==> src/rtl/instruction_encoder_pkg.sv <==
// Shared opcode constants, format enumeration and immediate limits for the
// RV64 instruction encoder and the decode stage.
package instruction_encoder_pkg;

   localparam logic [6:0] OP_IMM    = 7'b0010011;
   localparam logic [6:0] OP_LOAD   = 7'b0000011;
   localparam logic [6:0] OP_JALR   = 7'b1100111;
   localparam logic [6:0] OP_IMM32  = 7'b0011011;
   localparam logic [6:0] OP_STORE  = 7'b0100011;
   localparam logic [6:0] OP_BRANCH = 7'b1100011;
   localparam logic [6:0] OP_LUI    = 7'b0110111;
   localparam logic [6:0] OP_AUIPC  = 7'b0010111;
   localparam logic [6:0] OP_JAL    = 7'b1101111;
   localparam logic [6:0] OP_REG    = 7'b0110011;
   localparam logic [6:0] OP_REG32  = 7'b0111011;

   typedef enum logic [2:0] {
      FMT_R, FMT_I, FMT_S, FMT_SB, FMT_U, FMT_UJ, FMT_BAD
   } fmt_t;

   typedef enum logic [1:0] {
      BUF_EMPTY, BUF_ONE, BUF_FULL
   } buf_state_t;

   localparam logic signed [63:0] IMM12_MIN = -64'sd2048;
   localparam logic signed [63:0] IMM12_MAX =  64'sd2047;
   localparam logic signed [63:0] IMM_SB_MIN = -64'sd4096;
   localparam logic signed [63:0] IMM_SB_MAX =  64'sd4094;
   localparam logic signed [63:0] IMM_UJ_MIN = -64'sd1048576;
   localparam logic signed [63:0] IMM_UJ_MAX =  64'sd1048574;

   function automatic fmt_t opcode_fmt(input logic [6:0] op);
      fmt_t f;
      case (op)
         OP_IMM, OP_LOAD, OP_JALR, OP_IMM32: f = FMT_I;
         OP_STORE:                           f = FMT_S;
         OP_BRANCH:                          f = FMT_SB;
         OP_LUI, OP_AUIPC:                   f = FMT_U;
         OP_JAL:                             f = FMT_UJ;
         OP_REG, OP_REG32:                   f = FMT_R;
         default:                            f = FMT_BAD;
      endcase
      return f;
   endfunction

endpackage

==> src/rtl/instruction_encoder_if.sv <==
// Field-bundle input and encoded-word output bus of the instruction encoder.
interface instruction_encoder_if #(
   parameter int ADDR_W = 64
);
   logic              in_valid;
   logic              in_ready;
   logic [6:0]        in_opcode;
   logic [4:0]        in_rd;
   logic [4:0]        in_rs1;
   logic [4:0]        in_rs2;
   logic [2:0]        in_funct3;
   logic [6:0]        in_funct7;
   logic [63:0]       in_imm;
   logic              out_valid;
   logic              out_ready;
   logic [ADDR_W-1:0] out_addr;
   logic [31:0]       out_word;

   modport slave (
      input  in_valid, in_opcode, in_rd, in_rs1, in_rs2, in_funct3, in_funct7, in_imm,
      output in_ready,
      output out_valid, out_addr, out_word,
      input  out_ready
   );

   modport master (
      output in_valid, in_opcode, in_rd, in_rs1, in_rs2, in_funct3, in_funct7, in_imm,
      input  in_ready,
      input  out_valid, out_addr, out_word,
      output out_ready
   );
endinterface

==> src/rtl/instruction_encoder_enc_skid_buffer.sv <==
// Two-entry in-order {addr, word} buffer. The head entry drives the
// registered outputs directly; the second entry absorbs one word of stall.
//
//   state     | meaning
//   BUF_EMPTY | no word held, out_valid low
//   BUF_ONE   | head holds a word
//   BUF_FULL  | head and tail both hold words, no push accepted
module enc_skid_buffer
   import instruction_encoder_pkg::*;
#(
   parameter int ADDR_W = 64
) (
   input  logic              clk,
   input  logic              rst_n,
   input  logic              push,
   input  logic [ADDR_W-1:0] push_addr,
   input  logic [31:0]       push_word,
   input  logic              out_ready,
   output logic              full,
   output logic              out_valid,
   output logic [ADDR_W-1:0] out_addr,
   output logic [31:0]       out_word
);

   buf_state_t        state, state_nxt;
   logic [ADDR_W-1:0] tail_addr;
   logic [31:0]       tail_word;
   logic              pop;

   assign pop       = out_valid && out_ready;
   assign out_valid = (state != BUF_EMPTY);
   assign full      = (state == BUF_FULL);

   // occupancy state register
   always_ff @(posedge clk or negedge rst_n) begin
      if (!rst_n) state <= BUF_EMPTY;
      else        state <= state_nxt;
   end

   // occupancy next-state
   always_comb begin
      state_nxt = state;
      case (state)
         BUF_EMPTY: if (push)         state_nxt = BUF_ONE;
         BUF_ONE:   if (push && !pop) state_nxt = BUF_FULL;
                    else if (!push && pop) state_nxt = BUF_EMPTY;
         BUF_FULL:  if (pop)          state_nxt = BUF_ONE;
         default:                     state_nxt = BUF_EMPTY;
      endcase
   end

   // entry storage; the head is refilled from the tail or the push port
   always_ff @(posedge clk or negedge rst_n) begin
      if (!rst_n) begin
         out_addr  <= '0;
         out_word  <= '0;
         tail_addr <= '0;
         tail_word <= '0;
      end else begin
         case (state)
            BUF_EMPTY: if (push) begin
               out_addr <= push_addr;
               out_word <= push_word;
            end
            BUF_ONE: if (push && pop) begin
               out_addr <= push_addr;
               out_word <= push_word;
            end else if (push) begin
               tail_addr <= push_addr;
               tail_word <= push_word;
            end
            BUF_FULL: if (pop) begin
               out_addr <= tail_addr;
               out_word <= tail_word;
            end
            default: ;
         endcase
      end
   end

endmodule

==> src/rtl/instruction_encoder.sv <==
// RV64 instruction encoder: decodes the format from the opcode, checks the
// immediate and packs the fields into a 32-bit word tagged with its byte
// address. Optional macro ENC_RANGE_CHECK_EN enables immediate range and
// alignment rejection; without it immediates are truncated to field bits.
module instruction_encoder
   import instruction_encoder_pkg::*;
#(
   parameter int ADDR_W    = 64,
   parameter int ERR_CNT_W = 8
) (
   input  logic                 clk,
   input  logic                 rst_n,
   input  logic                 load_pc,
   input  logic [ADDR_W-1:0]    pc_init,
   input  logic                 err_clr,
   output logic                 err_flag,
   output logic [ERR_CNT_W-1:0] err_count,
   instruction_encoder_if.slave bus
);

   fmt_t              fmt;
   logic [63:0]       imm;
   logic [31:0]       word;
   logic              imm_ok;
   logic              reject;
   logic              fire;
   logic              push;
   logic              full;
   logic [ADDR_W-1:0] pc;

   assign imm  = bus.in_imm;
   assign fmt  = opcode_fmt(bus.in_opcode);
   assign bus.in_ready = !full && !load_pc;
   assign fire   = bus.in_valid && bus.in_ready;
   assign reject = (fmt == FMT_BAD) || !imm_ok;
   assign push   = fire && !reject;

`ifdef ENC_RANGE_CHECK_EN
   // signed range and alignment check for the immediate of each format
   always_comb begin
      imm_ok = 1'b1;
      case (fmt)
         FMT_I, FMT_S: imm_ok = ($signed(imm) >= IMM12_MIN) && ($signed(imm) <= IMM12_MAX);
         FMT_SB:       imm_ok = ($signed(imm) >= IMM_SB_MIN) && ($signed(imm) <= IMM_SB_MAX)
                                && !imm[0];
         FMT_UJ:       imm_ok = ($signed(imm) >= IMM_UJ_MIN) && ($signed(imm) <= IMM_UJ_MAX)
                                && !imm[0];
         FMT_U:        imm_ok = (imm[11:0] == 12'h000)
                                && ((&imm[63:31]) || !(|imm[63:31]));
         default:      imm_ok = 1'b1;
      endcase
   end
`else
   logic unused_imm_bits;
   assign unused_imm_bits = &{1'b0, imm[63:32]};

   // only unknown opcodes are rejected; immediates are truncated below
   always_comb begin
      imm_ok = 1'b1;
   end
`endif

   // field packing; bits not used by a format are simply not referenced
   always_comb begin
      word = '0;
      case (fmt)
         FMT_R:  word = {bus.in_funct7, bus.in_rs2, bus.in_rs1, bus.in_funct3,
                         bus.in_rd, bus.in_opcode};
         FMT_I:  word = {imm[11:0], bus.in_rs1, bus.in_funct3, bus.in_rd, bus.in_opcode};
         FMT_S:  word = {imm[11:5], bus.in_rs2, bus.in_rs1, bus.in_funct3,
                         imm[4:0], bus.in_opcode};
         FMT_SB: word = {imm[12], imm[10:5], bus.in_rs2, bus.in_rs1, bus.in_funct3,
                         imm[4:1], imm[11], bus.in_opcode};
         FMT_U:  word = {imm[31:12], bus.in_rd, bus.in_opcode};
         FMT_UJ: word = {imm[20], imm[10:1], imm[11], imm[19:12], bus.in_rd, bus.in_opcode};
         default: word = '0;
      endcase
   end

   // address counter; advances only for words that enter the buffer
   always_ff @(posedge clk or negedge rst_n) begin
      if (!rst_n)       pc <= '0;
      else if (load_pc) pc <= pc_init;
      else if (push)    pc <= pc + ADDR_W'(4);
   end

   // sticky error flag and saturating count; a new error beats err_clr
   always_ff @(posedge clk or negedge rst_n) begin
      if (!rst_n) begin
         err_flag  <= 1'b0;
         err_count <= '0;
      end else if (fire && reject) begin
         err_flag <= 1'b1;
         if (err_clr)                err_count <= ERR_CNT_W'(1);
         else if (err_count != '1)   err_count <= err_count + ERR_CNT_W'(1);
      end else if (err_clr) begin
         err_flag  <= 1'b0;
         err_count <= '0;
      end
   end

   enc_skid_buffer #(.ADDR_W(ADDR_W)) u_buf (
      .clk       (clk),
      .rst_n     (rst_n),
      .push      (push),
      .push_addr (pc),
      .push_word (word),
      .out_ready (bus.out_ready),
      .full      (full),
      .out_valid (bus.out_valid),
      .out_addr  (bus.out_addr),
      .out_word  (bus.out_word)
   );

endmodule

==> src/flat_wrapper.sv <==
// flat-port wrapper written by rule: the top's interface ports become plain ports
module instruction_encoder_flat import instruction_encoder_pkg::*;
#(
   parameter int ADDR_W    = 64,
   parameter int ERR_CNT_W = 8
)
  (clk, rst_n, load_pc, pc_init, err_clr, err_flag, err_count, bus_in_valid, bus_in_opcode, bus_in_rd, bus_in_rs1, bus_in_rs2, bus_in_funct3, bus_in_funct7, bus_in_imm, bus_in_ready, bus_out_valid, bus_out_addr, bus_out_word, bus_out_ready);
  instruction_encoder_if #(.ADDR_W(ADDR_W)) bus_i ();
  input  logic clk;
  input  logic rst_n;
  input  logic load_pc;
  input  logic [ADDR_W-1:0] pc_init;
  input  logic err_clr;
  output logic err_flag;
  output logic [ERR_CNT_W-1:0] err_count;
  input wire logic [$bits(bus_i.in_valid)-1:0] bus_in_valid;
  input wire logic [$bits(bus_i.in_opcode)-1:0] bus_in_opcode;
  input wire logic [$bits(bus_i.in_rd)-1:0] bus_in_rd;
  input wire logic [$bits(bus_i.in_rs1)-1:0] bus_in_rs1;
  input wire logic [$bits(bus_i.in_rs2)-1:0] bus_in_rs2;
  input wire logic [$bits(bus_i.in_funct3)-1:0] bus_in_funct3;
  input wire logic [$bits(bus_i.in_funct7)-1:0] bus_in_funct7;
  input wire logic [$bits(bus_i.in_imm)-1:0] bus_in_imm;
  output wire logic [$bits(bus_i.in_ready)-1:0] bus_in_ready;
  output wire logic [$bits(bus_i.out_valid)-1:0] bus_out_valid;
  output wire logic [$bits(bus_i.out_addr)-1:0] bus_out_addr;
  output wire logic [$bits(bus_i.out_word)-1:0] bus_out_word;
  input wire logic [$bits(bus_i.out_ready)-1:0] bus_out_ready;
  assign bus_i.in_valid = bus_in_valid;
  assign bus_i.in_opcode = bus_in_opcode;
  assign bus_i.in_rd = bus_in_rd;
  assign bus_i.in_rs1 = bus_in_rs1;
  assign bus_i.in_rs2 = bus_in_rs2;
  assign bus_i.in_funct3 = bus_in_funct3;
  assign bus_i.in_funct7 = bus_in_funct7;
  assign bus_i.in_imm = bus_in_imm;
  assign bus_in_ready = bus_i.in_ready;
  assign bus_out_valid = bus_i.out_valid;
  assign bus_out_addr = bus_i.out_addr;
  assign bus_out_word = bus_i.out_word;
  assign bus_i.out_ready = bus_out_ready;
  instruction_encoder #(.ADDR_W(ADDR_W), .ERR_CNT_W(ERR_CNT_W)) u_core (.clk(clk), .rst_n(rst_n), .load_pc(load_pc), .pc_init(pc_init), .err_clr(err_clr), .err_flag(err_flag), .err_count(err_count), .bus(bus_i));
endmodule
==> config.mk <==
export PLATFORM = sky130hd
export DESIGN_NAME = instruction_encoder_flat
export DESIGN_NICKNAME = d
export VERILOG_FILES = /design/src/rtl/instruction_encoder_pkg.sv /design/src/rtl/instruction_encoder_if.sv /design/src/rtl/instruction_encoder_enc_skid_buffer.sv /design/src/rtl/instruction_encoder.sv /design/src/flat_wrapper.sv
export SDC_FILE = /design/constraint.sdc
export NUM_CORES = 1
export LEC_CHECK = 0
export BUFFER_PORTS_ARGS = -buffer_cell sky130_fd_sc_hd__buf_2
export CORE_MARGIN = 10
export CORE_UTILIZATION = 55
export DETAILED_ROUTE_END_ITERATION = 16
export PLACE_DENSITY = 0.8
export SLEW_MARGIN = 5
export SYNTH_ARGS = -nofsm -noshare
export SYNTH_HDL_FRONTEND = slang
export SYNTH_SLANG_ARGS = --single-unit
==> constraint.sdc <==
create_clock -name clk -period 4 [get_ports clk]
set_clock_uncertainty 0.2 [all_clocks]
set_input_delay 0.8 -clock clk [delete_from_list [all_inputs] [get_ports clk]]
set_output_delay 0.8 -clock clk [all_outputs]
set_load 0.02 [all_outputs]
==> out/summary.txt <==
Commonest cells after routing, fill and taps aside: nand2_1 (446), dfrtp_1 (267), buf_2 (239)
Async S/R FF share, synth: 100.0%
Commonest non-fill, non-tap cell in the layout: nand2_1
Rel. slew slack: 25.34%
Synth Area in XOR/XNOR: 0.8246%
Synth Area in Compound Gates: 16.43%
Worst-Margin Slew: 1120 ps
CTS tree: built
Crit share post-route: 77.09%
Peak supply drop: 0.0004004 V
Yosys cell types: 67
Congestion Overflow GR: 0
H-Tree Depth: 1
Initial antenna violation count: 3
Via count: 11850
Routed Antenna Nets: 0
Reg2Reg Setup Slack: 950 ps
Pin count of the biggest net entering global routing: 100
Initial Util: 56.13%
Leak: 7.288 nW
Yosys top cell by area: dfrtp_1
Worst-path cell chain: buf_2 > nor2b_1 > a211o_1 > a21o_1 > inv_2 > ha_1 > nand3b_1 > o211ai_4 > buf_12 > buf_4 > nor2_1 > a31oi_1
DPL Wire Length: 25280 um
Number of max-cap violations: 0
Vias in the first global route: 11500
Final nets: 1845
Synth Area in Simple Gates: 25.44%
DRT Wirelength: 37350 um
WS Path Type: input pin to flop
Vias per cell: 5.968
Crit start category: input pin
Setup TNS: 0 ps
PwrDens: 545.0 nW/um2
Final-report max-slew violation count: 0
Total power: 0.008292 W
Post-synthesis adder-cell area fraction: 0.3927%
Clk Latency, worst-skew pair: 560 ps
Critical Path Sink: u_core.u_buf.out_addr[16]$_DFFE_PN0P_
Clk buf depth: 3
Worst EP required: 4260 ps
Share of cells above drive strength 1: 20.04%
Cts bufs inserted: 29
Post-synthesis net count: 1646
Number of core rows: 55
Post-synthesis cell count: 1476
CP max stage cell: a211o_1
Final Setup Violations: 0
Die X: 172.2 um
CP max FO: 61
Height of the die: 172.2 um
Hold-fix buffer count after cts: 0
Root Buffer: clkbuf_16
Total track usage: 24.64%
Worst setup margin: 916.3 ps
Post-layout min period: 3084 ps
Die area: 29660 um2
RSZ-0062 raised after global routing: false
PortBufs: 240
Clock-pin transition on the worst setup and hold timing paths: 60 ps
Worst EP arrival: 3350 ps
Worst setup startpoint: bus_in_opcode[2]
First-pass GRT wire length: 59620 um
Top FF cell, synth: dfrtp_1
Routed len/inst: 18.82 um
Min-Delay Path Class: input pin to async pin
FF+latch count, synth: 267
Average size of a mapped cell: 8.635 um2
Routability cong.: 0.8866
Final core utilization: 66.99%
Core ar.: 22710 um2
Main combinational cell family by area after synthesis: simple AND/OR/NAND/NOR gates
Post-CTS sizing: 0
Setup bufs post-CTS: 0
FF-to-FF End: u_core.u_buf.out_addr[16]$_DFFE_PN0P_
Initial DRC Count: 1340
Number of remaining DRC errors: 0
# IOs: 273
R2R depth: 11
Synth top area cells: dfrtp_1 (52%), nand2_1 (13%), a31oi_1 (4.3%)
Area Overhead vs Synth: 19.36%
DRT Pass-1 Iters: 7
Status: completed
Reg2reg start: u_core.u_buf.state[0]$_DFFE_PN0P_
Number of synthesis warnings: 0
Worst hold margin: 86.09 ps
Post-synth top area share: 52.42%
CP peak stage delay: 340 ps
Mux cell area share after synthesis: 0.6773%
Synth Cell Area: 12750 um2
Post-synth EDFFs: 0
Sequential area share after synthesis: 52.42%
Hold Fails Final Rpt: 0
Max Freq: 324.3 MHz
Worst Setup End Kind: flop
Pre-CTS worst setup slack: 379.5 ps
Sink Count: 267
## how the worst min path moves through the flow
stage | from | to | slack, ps | depth (start not counted)
final | rst_n | u_core.u_buf.out_word[18]$_DFFE_PN0P_ | 90 | 1
after global routing | rst_n | u_core.u_buf.out_word[14]$_DFFE_PN0P_ | 140 | 1
after CTS | rst_n | u_core.u_buf.out_word[18]$_DFFE_PN0P_ | 120 | 1
after detailed placement | u_core.u_buf.tail_word[1]$_DFFE_PN0P_ | u_core.u_buf.tail_word[1]$_DFFE_PN0P_ | 250 | 1
after global placement | u_core.u_buf.tail_word[0]$_DFFE_PN0P_ | u_core.u_buf.tail_word[0]$_DFFE_PN0P_ | 250 | 1
after floorplan | u_core.u_buf.tail_word[0]$_DFFE_PN0P_ | u_core.u_buf.tail_word[0]$_DFFE_PN0P_ | 240 | 1
## layout make-up
type                            count  area, um2
Multi-Input combinational cell   1086       5619
Inverter                           19      71.32
Fill cell                        1806       7496
Tap cell                          285      356.6
Clock inverter                      6      87.58
Sequential cell                   267       6681
Antenna cell                        3      7.507
Clock buffer                       47      863.3
Timing Repair Buffer              272       1526
## critical path: cells and delay by family
family | cells | cell delay [ps]
AOI/OAI and AO/OA | 4 | 920
adders and majority gates | 1 | 230
and+or+nand+nor | 3 | 410
buffers and inverters | 4 | 950
## flip-flops by register name (all words and copies together) (netlist names)
signal / flops
u_core.err_count: 8
u_core.u_buf.tail_addr: 64
u_core.u_buf.out_addr: 64
u_core.u_buf.tail_word: 32
u_core.err_flag: 1
u_core.pc: 64
u_core.u_buf.out_word: 32
u_core.u_buf.state: 2
## synth_stat cells (all sizes together) (19+ instances only)
cell type and n:
a211oi 25, nand2 446, clkbuf 84, nand3 54
o21ai 78, o211ai 24, dfrtp 267, nor2 129
buf 20, nor3 26, a31oi 88, o311ai 23
inv 19
## layer usage
| layer | track usage, % | up-vias | share of wire [%] |
|---|---|---|---|
| met5 | 0 | - | 0 |
| met4 | 7.234 | 0 | 2.3 |
| met3 | 5.107 | 62 | 9.1 |
| met2 | 40.48 | 512 | 47 |
| met1 | 32.27 | 5710 | 41 |
| li1 | - | 5563 | - |
## power by group
part	switching (W)	internal (W)
Clock	0.00108	0.00160
Sequential	0.000410	0.00329
Combinational	0.00122	0.000698
## cells by family (layout without fill, tap and decap cells)
kind of cell | after synthesis | count (layout)
AO/OA/AOI/OAI | 313 | 313
XOR/XNOR | 12 | 12
adder cells (fa/ha/maj) | 4 | 4
buffers and inverters | 123 | 344
flip-flops | 267 | 267
multiplexers | 8 | 8
other | 0 | 3
AND/OR/NAND/NOR | 749 | 749
## metrics by stage
step	instances	area (um2)
6_report	1985	15210
5_1_grt	1982	15210
4_1_cts	1982	15210
3_5_place_dp	1929	14250
3_3_place_gp	1929	14250
2_1_floorplan	1476	12750
No activity file was read; power rests on OpenSTA's default activity.
